==> src/rtl/rst_seq_pkg.sv <==
// Shared types and sizing helpers for the reset sequencer.
// Imported by rst_sync_cell and rst_seq_ctrl.
package rst_seq_pkg;

    typedef enum logic [2:0] {
        RESET,
        HOLD,
        SEQ,
        RUN,
        SOFT
    } state_t;

    function automatic int cnt_width(
        input int a,
        input int b,
        input int c,
        input int d
    );
        int m;
        m = a;
        if (b > m) m = b;
        if (c > m) m = c;
        if (d > m) m = d;
        return $clog2(m + 1);
    endfunction

endpackage

==> src/rtl/rst_sync_cell.sv <==
// Async-assert / sync-deassert reset flop chain.
// Output falls immediately with rst_n and rises STAGES clocks after release.
module rst_sync_cell
    import rst_seq_pkg::*;
#(
    parameter int STAGES = 2
) (
    input  logic clk,
    input  logic rst_n,
    output logic rst_sync_n
);

    logic [STAGES-1:0] r_chain;

    always_ff @(posedge clk or negedge rst_n) begin
        if (!rst_n) begin
            r_chain <= '0;
        end else begin
            r_chain <= (r_chain << 1) | STAGES'(1);
        end
    end

    assign rst_sync_n = r_chain[STAGES-1];

endmodule

==> src/rtl/rst_seq_ctrl.sv <==
// Reset sequencer: synchronised release, hold-off, ordered channel
// release, valid, and a width-filtered software reset request.
module rst_seq_ctrl
    import rst_seq_pkg::*;
#(
    parameter int SYNC_STAGES = 2,
    parameter int HOLD_CYCLES = 4,
    parameter int N_CH        = 3,
    parameter int STEP_CYCLES = 2,
    parameter int MIN_REQ     = 3,
    parameter int SOFT_CYCLES = 5,
    parameter int CNT_W       = 8
) (
    input  logic             clk,
    input  logic             rst_n,
    input  logic             sw_rst_req,
    output logic [N_CH-1:0]  rst_out_n,
    output logic             valid,
    output logic             busy,
    output logic             req_reject,
    output logic [CNT_W-1:0] soft_cnt
);

    localparam int CW = cnt_width(HOLD_CYCLES, STEP_CYCLES,
                                  SOFT_CYCLES, MIN_REQ);
    localparam int IW = $clog2(N_CH + 1);

    localparam logic [CW-1:0] HOLD_LAST = CW'(HOLD_CYCLES - 1);
    localparam logic [CW-1:0] STEP_LAST = CW'(STEP_CYCLES - 1);
    localparam logic [CW-1:0] SOFT_LAST = CW'(SOFT_CYCLES - 1);
    localparam logic [CW-1:0] REQ_LAST  = CW'(MIN_REQ - 1);
    localparam logic [IW-1:0] CH_N      = IW'(N_CH);

    logic w_sync_n;

    state_t           r_state;
    logic [CW-1:0]    r_hold_cnt;
    logic [CW-1:0]    r_step_cnt;
    logic [CW-1:0]    r_soft_tmr;
    logic [CW-1:0]    r_req_cnt;
    logic [IW-1:0]    r_idx;
    logic [N_CH-1:0]  r_rst_out_n;
    logic             r_valid;
    logic             r_busy;
    logic             r_req_reject;
    logic [CNT_W-1:0] r_soft_cnt;

    // The state register is the last synchroniser stage, so the
    // chain is one flop shorter and RESET->HOLD lands on edge SYNC_STAGES.
    rst_sync_cell #(
        .STAGES(SYNC_STAGES - 1)
    ) u_sync (
        .clk       (clk),
        .rst_n     (rst_n),
        .rst_sync_n(w_sync_n)
    );

    always_ff @(posedge clk or negedge rst_n) begin
        if (!rst_n) begin
            r_state      <= RESET;
            r_hold_cnt   <= '0;
            r_step_cnt   <= '0;
            r_soft_tmr   <= '0;
            r_req_cnt    <= '0;
            r_idx        <= '0;
            r_rst_out_n  <= '0;
            r_valid      <= 1'b0;
            r_busy       <= 1'b1;
            r_req_reject <= 1'b0;
            r_soft_cnt   <= '0;
        end else begin
            r_req_reject <= 1'b0;
            unique case (r_state)
                RESET: begin
                    if (w_sync_n) begin
                        r_state    <= HOLD;
                        r_hold_cnt <= '0;
                    end
                end
                HOLD: begin
                    if (r_hold_cnt == HOLD_LAST) begin
                        r_state     <= SEQ;
                        r_rst_out_n <= N_CH'(1);
                        r_idx       <= IW'(1);
                        r_step_cnt  <= '0;
                    end else begin
                        r_hold_cnt <= r_hold_cnt + 1'b1;
                    end
                end
                SEQ: begin
                    if (r_step_cnt == STEP_LAST) begin
                        r_step_cnt <= '0;
                        if (r_idx == CH_N) begin
                            r_state   <= RUN;
                            r_valid   <= 1'b1;
                            r_busy    <= 1'b0;
                            r_req_cnt <= '0;
                        end else begin
                            // Thermometer fill keeps released bits high.
                            r_rst_out_n <= (r_rst_out_n << 1)
                                         | N_CH'(1);
                            r_idx       <= r_idx + 1'b1;
                        end
                    end else begin
                        r_step_cnt <= r_step_cnt + 1'b1;
                    end
                end
                RUN: begin
                    if (sw_rst_req) begin
                        if (r_req_cnt == REQ_LAST) begin
                            r_state     <= SOFT;
                            r_rst_out_n <= '0;
                            r_valid     <= 1'b0;
                            r_busy      <= 1'b1;
                            r_req_cnt   <= '0;
                            r_soft_tmr  <= '0;
                            if (r_soft_cnt != '1) begin
                                r_soft_cnt <= r_soft_cnt + 1'b1;
                            end
                        end else begin
                            r_req_cnt <= r_req_cnt + 1'b1;
                        end
                    end else begin
                        if (r_req_cnt != '0) begin
                            r_req_reject <= 1'b1;
                        end
                        r_req_cnt <= '0;
                    end
                end
                SOFT: begin
                    if (r_soft_tmr == SOFT_LAST) begin
                        if (!sw_rst_req) begin
                            r_state    <= HOLD;
                            r_hold_cnt <= '0;
                        end
                    end else begin
                        r_soft_tmr <= r_soft_tmr + 1'b1;
                    end
                end
                default: begin
                    r_state <= RESET;
                end
            endcase
        end
    end

    assign rst_out_n  = r_rst_out_n;
    assign valid      = r_valid;
    assign busy       = r_busy;
    assign req_reject = r_req_reject;
    assign soft_cnt   = r_soft_cnt;

endmodule

==> config.mk <==
export PLATFORM = sky130hd
export DESIGN_NAME = rst_seq_ctrl
export DESIGN_NICKNAME = d
export VERILOG_FILES = /design/src/rtl/rst_seq_pkg.sv /design/src/rtl/rst_sync_cell.sv /design/src/rtl/rst_seq_ctrl.sv
export SDC_FILE = /design/constraint.sdc
export NUM_CORES = 1
export LEC_CHECK = 0
export ABC_CLOCK_PERIOD_IN_PS = 2350
export CORE_MARGIN = 4
export CORE_UTILIZATION = 56
export DETAILED_ROUTE_END_ITERATION = 16
export GPL_ROUTABILITY_DRIVEN = 0
export MAX_ROUTING_LAYER = met4
export PLACE_DENSITY = 0.76
export SLEW_MARGIN = 5
export SYNTH_ARGS = -nofsm -noshare
export SYNTH_HDL_FRONTEND = slang
export SYNTH_SLANG_ARGS = --single-unit
==> constraint.sdc <==
create_clock -name clk -period 2.35 [get_ports clk]
set_clock_uncertainty 0.2 [all_clocks]
set_input_delay 0.47 -clock clk [delete_from_list [all_inputs] [get_ports clk]]
set_output_delay 0.47 -clock clk [all_outputs]
set_load 0.03 [all_outputs]
==> run metrics <==
status completed; Leak 0.850 nW; number of global-route vias before repair 1201; arrival time worst endpoint 1.53 ns; Crit Reg-Reg Endpoint rst_out_n[0]; initial antenna violation count 0; DR vias/cell 5.75; Reg power frac 40.4%; GR Overflow Total 0; Int Pwr 1.36 mW; Switching Share 39.7%; Tot Pwr 2.25 mW; sequential-to-total area share from yosys stat 48.0%; worst path bufs/invs 1; Gate power share 45.1%; Avg Cell Area, Syn 10.9 µm²; mapped cell area 1670 µm²; HPWL after detailed placement 2150 µm; diode count 0; vias 1201; Die X-Extent 62.6 µm; Setup crit end kind output port; CTS H-tree depth 2; global-route wire length before repair 5530 µm; # IOs 17; RR Startpoint r_hold_cnt[0]; clock-pin slew on the worst setup and hold paths 0.09 ns; Worst path slowest cell clkdlybuf4s50_1; largest net degree at the start of global routing 33; Site Rows 19; Final Cycle Share 93.7%; flops & latches, synth 32; clk sinks 32; Max-Cap Viols 0; DR DRC count 0; clock buffer count from CTS 5; Mapped Cells 154; min Tclk post-route 2.20 ns; fraction of layout cells with a size suffix above 1 15.2%; Post-Syn Nets 163; Core Region 2810 µm²; wire per inst 14.7 µm; design area 1930 µm²; worst skew pair latency 0.33 ns; reg2reg setup slack 0.20 ns; Die Height 62.6 µm; WHS Path Cells 1; gr usage total 18.0%; final setup fails 0; post-CTS sizing 0; # hold bufs at CTS 0; CP required 1.68 ns; # port buffers 16; CP Class register to output port; drt pass-1 iters 4; hold path endpoint valid; CP startpoint kind register; PwrDens 1160 nW/µm²; Initial Util 59.6%; clk buf depth 2; Final Max Tran Viols 0; CTS tree built; final hold slack 0.293 ns; Final Hold Fails 0; Net Sw Power 893 µW; FILL cells 214; Max Clk Rate 454 MHz; root buf cell clkbuf_4; CP Cell Sequence clkdlybuf4s50_1; WL final 3070 µm; worst vdd ir 0.619 mV; nets@finish 186; postcts setup bufs 0; class of the worst hold path register to register; Sum Neg Setup Slack 0 ns; hold path startpoint valid; CP top delay family buffers and inverters; P&R area growth vs syn 15.6%; RSZ-0062 raised after global routing no; clock share of power 14.4%; area of the die 3920 µm²; CP max stage delay 0.67 ns; Worst Path Max Fanout 2; post-synthesis cell type count 50; Yosys warnings 0; R2R depth 7; 1st-iter DRT viols 43; Area after DPL 1870 µm²; antenna viol nets, final 0
==> metal layers <==
| layer | wire length [µm] | global-route usage [%] |
|---|---|---|
| met2 | 1410 | 26.5 |
| met4 | 43 | 4.96 |
| met3 | 112 | 5.94 |
| met1 | 1500 | 24.0 |
| met5 | 0 | - |
==> power groups by stage <==
stage	Sequential (mW)	Combinational (mW)	Clock, mW
6_report	0.910	1.01	0.325
5_1_grt	0.947	1.12	0.361
4_1_cts	0.905	1.03	0.335
3_5_place_dp	0.915	1.02	0
3_3_place_gp	0.904	0.991	0
2_1_floorplan	0.934	0.724	0
==> worst max path at each step <==
stage	start	endpoint	slack [ns]	depth (start not counted)
floorplan	r_hold_cnt[0]	rst_out_n[2]	0.30	6
global placement	sw_rst_req	rst_out_n[2]	0.13	5
detailed placement	sw_rst_req	soft_cnt[6]	0.08	6
CTS	busy	busy	0.13	1
global route	busy	busy	0.08	1
finish	busy	busy	0.15	1
==> flip-flops by register name, indices dropped and copies added, names as in the netlist <==
signal / cells
r_step_cnt: 3
r_req_cnt: 3
req_reject: 1
soft_cnt: 8
r_hold_cnt: 3
rst_out_n: 3
r_idx: 2
valid: 1
r_state: 3
r_soft_tmr: 3
busy: 1
u_sync.rst_sync_n: 1
==> area by class of cell <==
type	instances	area (µm²)	share of cell area, %
sequential	32	802	41.5
tap	31	38.8	2.01
multi-input combinational	110	813	42.1
inverter	8	30.0	1.55
timing repair buffer	20	190	9.84
clock buffer	8	58.8	3.04
==> cell usage after synthesis (all sizes together) <==
cell	number	area (µm²)
buf	4	26.3
nand3b	3	22.5
a21o	2	15.0
dfrtp	31	776
o311ai	1	8.76
o2111ai	1	8.76
a2111oi	1	27.5
nand2	14	62.6
o2bb2ai	1	8.76
nor3b	4	51.3
and2b	1	7.51
nor3	3	15.0
a21oi	7	35.0
and3b	1	8.76
o31ai	1	7.51
or3b	1	11.3
and3	2	12.5
mux2	3	41.3
conb	1	3.75
inv	8	30.0
or4b	2	23.8
mux2i	2	20.0
xnor2	6	52.6
and4	1	8.76
xor2	3	26.3
nand2b	1	6.26
and2	1	6.26
nand4	3	18.8
ha	6	75.1
nor4	1	21.3
or2	2	12.5
o21a	1	7.51
nor2	12	47.6
o21ai	8	51.3
and4bb	1	12.5
a31oi	2	12.5
a22o	2	17.5
dfstp	1	26.3
nand3	9	45.0
==> cells in the final DEF (no fill, tap or decap), drive strengths merged, types with 3 or more instances in the layout <==
cell / count
ha: 6
o21ai: 8
buf: 4
nor2: 12
nor3b: 4
mux2: 3
nand2: 14
xor2: 3
nand3: 9
inv: 8
clkbuf: 8
nand3b: 3
xnor2: 6
nand4: 3
a21oi: 7
nor3: 3
dfrtp: 31
clkdlybuf4s50: 16
==> metrics by stage <==
step | worst slack [ns] | std cells | util [%]
after global placement | 0.131 | 201 | 66.8
after detailed placement | 0.0824 | 201 | 66.8
after CTS | 0.130 | 209 | 68.9
final | 0.148 | 209 | 68.9
after floorplan | 0.300 | 154 | -
after global routing | 0.0791 | 209 | 68.9
==> cells by family (layout without fill, tap and decap cells) <==
| family | after synthesis | in the layout | share of synthesized area [%] |
|---|---|---|---|
| simple gates | 62 | 62 | 23.6 |
| flops | 32 | 32 | 48.0 |
| compound gates | 27 | 27 | 12.0 |
| buf+inv | 12 | 36 | 3.37 |
| xor+xnor | 9 | 9 | 4.72 |
| fa+ha+maj | 6 | 6 | 4.49 |
| mux | 5 | 5 | 3.67 |
| other cells | 1 | 1 | 0.224 |
Power figures use the tool's default switching activity.
==> edit: new RTL, config.mk and constraints unchanged <==
Re-encode `state_t` (5 states) as one-hot, 5 bits wide.
--- a/src/rtl/rst_seq_pkg.sv
+++ b/src/rtl/rst_seq_pkg.sv
@@ -2,12 +2,12 @@
 // Imported by rst_sync_cell and rst_seq_ctrl.
 package rst_seq_pkg;
 
-    typedef enum logic [2:0] {
-        RESET,
-        HOLD,
-        SEQ,
-        RUN,
-        SOFT
+    typedef enum logic [4:0] {
+        RESET = 5'b00001,
+        HOLD  = 5'b00010,
+        SEQ   = 5'b00100,
+        RUN   = 5'b01000,
+        SOFT  = 5'b10000
     } state_t;
 
     function automatic int cnt_width(
Formal check against the unedited RTL: same outputs for any inputs over 10 cycles, from zero or initial values and one cycle with rst_n low; not proved beyond that.
==> edit against the original RTL <==
Sequential cell count rose by 2; design area rose by 14%; area after synthesis grew 7.1%; non-clock buffer count grew 15; total power decreased by 24%; worst setup slack worse by 0.058 ns; wire length increased by 17%; critical endpoint is now soft_cnt[3]$_DFFE_PN0P_.
==> edit: results (changes against the original RTL) <==
INFO  cts            cts_inserted_buffers=5 [unchanged]
INFO  cts            clkLatencyLatePin=0.35ns [+0.02 ns]
INFO  logic_synthesis synth.yosys.seq_area_share=47.7% [-0.32 points]
INFO  logic_synthesis synth_fp_nets=185 [+13%]
INFO  cts            cts_setup_buffers=0 [unchanged]
INFO  place          place_hpwl=2.68mm [+25%]
INFO  place          post_dp_cell_area=2120um^2 [+13%]
INFO  cts            clk_pin_slew=0.11ns [+0.02 ns]
INFO  detailed_routing detail_route.wirelength=3.58mm [+17%]
INFO  cts            hold_buffers=0 [unchanged]
INFO  place          place_worst_setup_slack=-0.173ns [-0.256 ns]
INFO  detailed_routing first_pass_iters=4 [unchanged]
INFO  setup_path     critical_path_arrival=2.34ns [+0.81 ns]
INFO  pwr            static-leakage-power=0.989nW [+16%]
INFO  pwr            netSwitchingFraction=32.4% [-7.3 points]
INFO  logic_synthesis synth_area_leaders=dfrtp_1, ha_1, xor2_1, nand2_1, dfstp_2
INFO  min_path       timing.hold.worst.class=reg2reg
INFO  cells_and_area drive_gt1_share=18.3% [+3.1 points]
INFO  detailed_routing viasPerCell=5.60 [-2.5%]
INFO  grt            pin_count_of_the_biggest_net_entering_global_routing=35 [+6.1%]
INFO  logic_synthesis yosys.cell_types.count=55 [+10%]
INFO  detailed_routing dr_total_vias=1440 [+20%]
INFO  detailed_routing initialDrtViolationCount=55 [+28%]
INFO  logic_synthesis synth.cells.most_frequent=dfrtp_1, nand2_1, inv_1
INFO  cells_and_area design.final.nets=221 [+19%]
INFO  place          placed_cells_incl_taps=249 [+24%]
INFO  logic_synthesis postSynthAreaPerCell=10.2um^2 [-6.3%]
INFO  grt            grt_pass1_wl=6.21mm [+12%]
INFO  grt            number_of_antenna_violations_at_the_first_check_in_global_routing=0 [unchanged]
INFO  grt            global_route.usage.total=19.8% [+1.8 points]
INFO  setup_path     cp_max_fo=8 [+6]
INFO  pwr            peakVddDrop=0.442mV [-28%]
INFO  status         outcome=finished, final reports clean
-- edit: layout make-up --
cell class | count | area [um^2]
inverters | 14 | 52.6
fillers | 243 | 841
multi-input cells | 122 | 870
clock buffers | 5 | 37.5
clock inverters | 3 | 40.0
repair buffers | 35 | 303
well taps | 44 | 55.1
flip-flops and latches | 34 | 855
-- edit: worst paths after layout --
path | from | endpoint | slack, ns | depth (start not counted)
setup / recovery | r_state[0]$_DFFE_PN1P_ | soft_cnt[3]$_DFFE_PN0P_ | 0.09 | 5
hold / removal | r_hold_cnt[0]$_DFFE_PN0P_ | r_hold_cnt[0]$_DFFE_PN0P_ | 0.29 | 1
setup reg to reg | r_state[0]$_DFFE_PN1P_ | soft_cnt[3]$_DFFE_PN0P_ | 0.09 | 5
hold reg to reg | r_hold_cnt[0]$_DFFE_PN0P_ | r_hold_cnt[0]$_DFFE_PN0P_ | 0.29 | 1
max in group asynchronous | rst_n | r_state[0]$_DFFE_PN1P_ | 1.30 | 2
min in group asynchronous | rst_n | req_reject$_DFF_PN0_ | 0.32 | 2
-- edit: kinds of logic after synthesis --
group	Yosys count	synth area share, %
AOI/OAI and AO/OA	31	12.2
xor gates and xnor gates	9	4.40
adders and majority gates	6	4.19
buffers and inverters	20	4.54
DFF	34	47.7
muxes	8	4.68
other	1	0.209
and+or+nand+nor	67	22.1
-- edit: stage by stage --
stage | hold slack (ns) | setup TNS (ns)
global route | 0.302 | 0
global placement | 0.259 | -0.553
floorplan | -0.0256 | 0
detailed placement | 0.273 | -0.854
finish | 0.289 | 0
CTS | 0.287 | 0
-- edit: power groups by stage --
| stage | Sequential, mW | Combinational (mW) | Clock, mW |
|---|---|---|---|
| floorplan | 0.792 | 0.311 | 0 |
| detailed placement | 0.756 | 0.538 | 0 |
| global placement | 0.747 | 0.517 | 0 |
| finish | 0.746 | 0.535 | 0.420 |
| CTS | 0.745 | 0.539 | 0.433 |
| global route | 0.757 | 0.588 | 0.462 |
-- edit: worst max-delay path, stage by stage, from the launching register on --
cell	delay (ns)
dfstp_2	0.42
or3_4	0.38
or4_1	0.53
buf_4	0.19
nor4b_2	0.31
xor2_1	0.16
-- edit: routing by layer --
layer	vias up	global-route usage, %	wire length (um)
li1	704	-	-
met1	697	23.6	1600
met2	31	31.2	1750
met3	8	6.76	178
met4	0	7.65	47
met5	-	-	0
